### src/rtl/fios_pkg.sv
// rtl/fios_pkg.sv - shared types, sizes and pointer-width helper for the FIOS result path
package fios_pkg;

  typedef enum logic {COLLECT = 1'b0, DRAIN = 1'b1} col_state_t;

  localparam int FIOS_S = 16;
  localparam int FIOS_W = 17;
  localparam int FIOS_N = FIOS_S + 1;

  // Width able to hold a word count 0..n inclusive
  function automatic int ptr_width(input int n);
    return $clog2(n + 1);
  endfunction

endpackage

### src/rtl/fios_res_bank.sv
// rtl/fios_res_bank.sv - N x W result register file, one write port, one registered read port
module fios_res_bank #(
  parameter int N  = 17,
  parameter int W  = 17,
  parameter int AW = 5
) (
  input  logic          clk,
  input  logic          we,
  input  logic [AW-1:0] waddr,
  input  logic [W-1:0]  wdata,
  input  logic [AW-1:0] raddr,
  output logic [W-1:0]  rdata
);

  logic [W-1:0] mem [N];

  // Write-first forwarding lets a frame closed on its only push be read on the same edge
  always_ff @(posedge clk) begin
    if (we) mem[waddr] <= wdata;
    rdata <= (we && waddr == raddr) ? wdata : mem[raddr];
  end

endmodule

### src/rtl/fios_result_collector.sv
// rtl/fios_result_collector.sv - collects RES_push words per frame and streams them out LSW first
// FIOS_RES_DOUBLE_BUF_EN selects two ping-pong banks; default is a single bank.
module fios_result_collector
  import fios_pkg::*;
#(
  parameter int s = FIOS_S,
  parameter int W = FIOS_W
) (
  input  logic         clock_i,
  input  logic         reset_i,
  input  logic         res_push_i,
  input  logic [W-1:0] res_word_i,
  input  logic         done_i,
  output logic         res_valid_o,
  input  logic         res_ready_i,
  output logic [W-1:0] res_data_o,
  output logic         res_last_o,
  output logic         busy_o,
  output logic         overflow_o,
  output logic         len_err_o
);

  localparam int N  = s + 1;
  localparam int PW = ptr_width(N);
  localparam logic [PW-1:0] NW = PW'(N);
`ifdef FIOS_RES_DOUBLE_BUF_EN
  localparam int NB = 2;
`else
  localparam int NB = 1;
`endif

  col_state_t    state;
  logic [PW-1:0] wr_ptr, rd_ptr, raddr, close_cnt, cnt_nb;
  logic          wr_bank, rd_bank, nb, nxt_wr, pend_next;
  logic          frame_ovf, acc, over_now, close, close_ok, fire;
  logic          full [NB];
  logic [PW-1:0] cnt  [NB];
  logic [W-1:0]  rdata [NB];

  assign over_now  = res_push_i && !full[wr_bank] && wr_ptr == NW;
  assign acc       = res_push_i && !full[wr_bank] && wr_ptr != NW;
  assign close     = done_i && !full[wr_bank];
  assign close_cnt = wr_ptr + PW'(acc);
  assign close_ok  = close && close_cnt != '0;
  assign fire      = res_valid_o && res_ready_i;
  assign cnt_nb    = full[nb] ? cnt[nb] : close_cnt;

`ifdef FIOS_RES_DOUBLE_BUF_EN
  assign nb        = ~rd_bank;
  assign nxt_wr    = ~wr_bank;
  assign pend_next = full[nb] || (close_ok && wr_bank == nb);
  assign busy_o    = full[0] & full[1];
`else
  assign nb        = 1'b0;
  assign nxt_wr    = 1'b0;
  assign pend_next = 1'b0;
  assign busy_o    = full[0];
`endif

  // Read address tracks the pointer value that will hold after this edge
  always_comb begin
    raddr = '0;
    if (state == DRAIN) begin
      raddr = rd_ptr;
      if (fire) raddr = res_last_o ? '0 : rd_ptr + 1'b1;
    end
  end

  for (genvar b = 0; b < NB; b++) begin : g_bank
    fios_res_bank #(.N(N), .W(W), .AW(PW)) u_bank (
      .clk   (clock_i),
      .we    (acc && wr_bank == 1'(b)),
      .waddr (wr_ptr),
      .wdata (res_word_i),
      .raddr (raddr),
      .rdata (rdata[b])
    );
  end

  assign res_data_o = res_valid_o ? rdata[rd_bank] : '0;

  always_ff @(posedge clock_i) begin
    if (reset_i) begin
      state       <= COLLECT;
      wr_ptr      <= '0;
      rd_ptr      <= '0;
      wr_bank     <= 1'b0;
      rd_bank     <= 1'b0;
      frame_ovf   <= 1'b0;
      res_valid_o <= 1'b0;
      res_last_o  <= 1'b0;
      overflow_o  <= 1'b0;
      len_err_o   <= 1'b0;
      for (int b = 0; b < NB; b++) begin
        full[b] <= 1'b0;
        cnt[b]  <= '0;
      end
    end else begin
      if (res_push_i && !acc) overflow_o <= 1'b1;
      if (over_now) frame_ovf <= 1'b1;
      if (acc) wr_ptr <= wr_ptr + 1'b1;
      // A frame that lost a word to overflow is also a length error
      if (close) begin
        wr_ptr    <= '0;
        frame_ovf <= 1'b0;
        if (close_cnt != NW || frame_ovf || over_now) len_err_o <= 1'b1;
        if (close_ok) begin
          full[wr_bank] <= 1'b1;
          cnt[wr_bank]  <= close_cnt;
          wr_bank       <= nxt_wr;
        end
      end
      case (state)
        COLLECT: if (close_ok) begin
          state       <= DRAIN;
          rd_bank     <= wr_bank;
          rd_ptr      <= '0;
          res_valid_o <= 1'b1;
          res_last_o  <= close_cnt == PW'(1);
        end
        DRAIN: if (fire) begin
          if (res_last_o) begin
            full[rd_bank] <= 1'b0;
            rd_ptr        <= '0;
            if (pend_next) begin
              rd_bank    <= nb;
              res_last_o <= cnt_nb == PW'(1);
            end else begin
              state       <= COLLECT;
              res_valid_o <= 1'b0;
              res_last_o  <= 1'b0;
            end
          end else begin
            rd_ptr     <= rd_ptr + 1'b1;
            res_last_o <= rd_ptr + PW'(2) == cnt[rd_bank];
          end
        end
        default: state <= COLLECT;
      endcase
    end
  end

endmodule

### config.mk
export PLATFORM = sky130hd
export DESIGN_NAME = fios_result_collector
export DESIGN_NICKNAME = d
export VERILOG_FILES = /design/src/rtl/fios_pkg.sv /design/src/rtl/fios_res_bank.sv /design/src/rtl/fios_result_collector.sv
export SDC_FILE = /design/constraint.sdc
export NUM_CORES = 1
export LEC_CHECK = 0
export ABC_CLOCK_PERIOD_IN_PS = 3570
export CORE_AREA = 8 8 232 234
export DETAILED_ROUTE_END_ITERATION = 8
export DIE_AREA = 0 0 240 242
export PLACE_DENSITY_LB_ADDON = 0.25
export RECOVER_POWER = 100
export SLEW_MARGIN = 20
export SYNTH_ARGS = -nofsm -noshare
export SYNTH_HDL_FRONTEND = slang
export SYNTH_SLANG_ARGS = --single-unit
### constraint.sdc
create_clock -name clock_i -period 3.57 [get_ports clock_i]
set_clock_uncertainty 0.2 [all_clocks]
set_input_delay 0.8925 -clock clock_i [delete_from_list [all_inputs] [get_ports clock_i]]
set_output_delay 0.8925 -clock clock_i [all_outputs]
set_load 0.01 [all_outputs]
==> metrics.txt <==
status=finished clean; min-delay src=len_err_o; global-route wire length before repair=47400 um; CP Capture Type=output port; largest family of logic cells by synthesized area=multiplexers; largest net degree at the start of global routing=30; Seq/Total Area, Yosys=0.748; synth cell count leaders=edfxtp_1, mux4_2, a22oi_1, nand2_1, nor2_1; LEAKAGE=4.79 nW; mapped cell area=0.0124 mm^2; PD cells=516 mW/mm^2; met3 Track Usage GR=0.0227; relative slew slack=0.441; starting density of the core=0.245; Die Wd=240 um; Clock Latency Late Sink=510 ps; Syn-to-layout area delta=23.6%; Placer Congestion=0.729; Syn Area/Cell=19.4 um^2; async set or reset register ratio after synthesis=0; Seq pwr share=0.522; DP Wirelength=17800 um; CTS Buf Count=34; total power draw=7.91 mW; worst endpoint required time=2480 ps; layout filler cell count=5018; worst-path fanout max=11; Sink Count=316; Peak VDD IR=0.302 mV; Layout Nets=769; syn nets=668; most area-consuming cells after synthesis=edfxtp_1, mux4_2, dfxtp_1, a22oi_1, a22o_1; area leader, netlist=edfxtp_1; I/O Buffers=43; Die Y=242 um; Initial DRT Pass Iterations=4; Sw Share=0.213; Post-Synthesis Cells=638; cts hold-fix bufs=0; RSZ-0062 raised after global routing=yes; vias in the first global route=6764; CP Data Arrival Time=2420 ps; most used standard cell by instance count after synthesis=edfxtp_1; Final ANT Viol Nets=0; final WL=32500 um; GR Util met2=0.172; Final Critical Period=3520 ps; P_int=6.22 mW; worst slew pin tran=839 ps; Switch Pwr=1.69 mW; adder-cell share of the synthesized area=0.00808; R2R Path Start=wr_ptr[0]; max-cap viol count=0; fmax=0.284 GHz; cell area after layout=0.0153 mm^2; Via Count=6342; top_reg_cell synth=edfxtp_1; # rows=83; HP Class=register to register; share of cells above drive strength 1=0.300; Compound-Gate Fraction of Synth Area=0.0490; H-tree depth=2; Root Driver=clkbuf_16; DP Area=0.0141 mm^2; fin crit share=0.985; CTS tree=built; Vias/cell=4.39; die area=0.0581 mm^2; register area=0.00928 mm^2; distinct cell type count after synthesis=48; # IOs=44; multi-input logic area=0.00308 mm^2; Bufs on Longest Clock Path=3; synth warn=0; Hold Fails Final Rpt=0; Overflow after GRT=0; mux contribution to synthesized area=0.124; number of synthesized flops with an enable pin=294; GR Util met1=0.160; synthesized flop and latch total=316; DRC=0; WS Path Type=register to output port; share of the synthesized area in the top cell type=0.713; Clock Power Share=0.426; simple-gate share of the synthesized area=0.0421; Core Region=0.0505 mm^2; xor and xnor area share after synthesis=0.0106; CP startpoint kind=register; initial DRC count=491; post-DR wirelength/cell=22.5 um; Max Slew Vio Count=0; Comb pwr share=0.052; Final setup viols=0; clock-pin transition on the worst setup and hold timing paths=60 ps; Total GRT Usage=0.111; most crowded layer after global routing=met2; initial antenna violation count=2
==> metrics by stage <==
step                worst slack [ps]   util  std cells  hold slack (ps)  TNS [ps]
finish                          52.7  0.303       1445              249         0
global route                   -41.5  0.303       1443              275      -111
CTS                            -32.0  0.307       1442              263     -49.1
detailed placement              69.7  0.278       1367              246         0
global placement                 130  0.278       1367              243         0
floorplan                        363      -        638              220         0
==> registers in the layout, summed over array words and instances, names as in the netlist, named ones only <==
| signal | flops |
|---|---|
| frame_ovf | 1 |
| full | 1 |
| g_bank.u_bank.mem | 289 |
| overflow_o | 1 |
| rd_ptr | 5 |
| wr_ptr | 5 |
| len_err_o | 1 |
| cnt | 5 |
| res_last_o | 1 |
| res_valid_o | 1 |
| state | 1 |
==> layout by cell type, fill, tap and decap left out, types with 3 or more instances in the layout <==
| cell type | n |
|---|---|
| clkbuf_1 | 18 |
| dlygate4sd3_1 | 25 |
| clkinv_1 | 6 |
| buf_12 | 12 |
| ha_1 | 8 |
| a22o_1 | 18 |
| inv_1 | 7 |
| o32ai_1 | 3 |
| mux4_2 | 68 |
| nor2_2 | 13 |
| o31ai_1 | 3 |
| a21oi_1 | 10 |
| clkbuf_2 | 18 |
| nand2_1 | 29 |
| nor3_1 | 4 |
| nand3_1 | 9 |
| a22oi_2 | 24 |
| a31oi_1 | 5 |
| a22oi_1 | 8 |
| clkinv_2 | 3 |
| nor2_1 | 17 |
| and3_1 | 4 |
| buf_16 | 5 |
| nor2b_2 | 3 |
| buf_4 | 11 |
| buf_2 | 10 |
| edfxtp_1 | 294 |
| clkbuf_16 | 36 |
| xor2_1 | 8 |
| dfxtp_1 | 20 |
| xnor2_1 | 7 |
| nand4_1 | 5 |
| buf_6 | 9 |
==> per-layer routing <==
metal  routed length, um  vias to the layer above
li1                    -                     2837
met1               15100                     3299
met2               14800                      161
met3                2040                       45
met4                 562                        0
met5                   0                        -
==> kinds of logic after synthesis <==
logic type	count (synthesis)
AO/OA/AOI/OAI	80
XOR/XNOR	15
adder cells (fa/ha/maj)	8
flip-flops	316
multiplexers	69
buffers and inverters	44
AND/OR/NAND/NOR	106
==> what timing repair did <==
action / 4_1_cts / 5_1_grt
setup endpoints to repair: 17 / 16
buffers inserted: 9 / 4
cloned: 6 / 1
pin swaps: 19 / 12
resized for setup: 98 / 17
==> cell type report <==
| cell class | count | share of cell area |
|---|---|---|
| flip-flops and latches | 316 | 0.606 |
| multi-input cells | 278 | 0.201 |
| repair buffers | 101 | 0.0669 |
| clock buffers | 45 | 0.0596 |
| well taps | 680 | 0.0556 |
| clock inverters | 15 | 0.00850 |
| inverters | 8 | 0.00196 |
| diodes | 2 | 0.000327 |
==> worst max-delay path, stage by stage (launching register included) <==
cell	delay [ps]
dfxtp_4	390
buf_4	130
buf_12	160
mux4_2	520
a22oi_2	210
nand2_1	100
a22o_1	220
buf_2	170
==> path summary, 6_finish.rpt <==
check                        to  slack (ps)  cells past startpoint
setup / recovery  res_data_o[1]          50                      7
hold / removal        len_err_o         250                      2
setup reg to reg      cnt[0][3]         490                     11
hold reg to reg       len_err_o         250                      2
==> power by group through the flow <==
stage          logic, mW  clock network [mW]  registers [mW]
2_1_floorplan      0.200                   0            4.20
3_3_place_gp       0.410                   0            4.20
3_5_place_dp       0.410                   0            4.20
4_1_cts            0.433                3.46            4.13
5_1_grt            0.451                3.60            4.13
6_report           0.410                3.37            4.13
(Power assumes the default switching activity.)
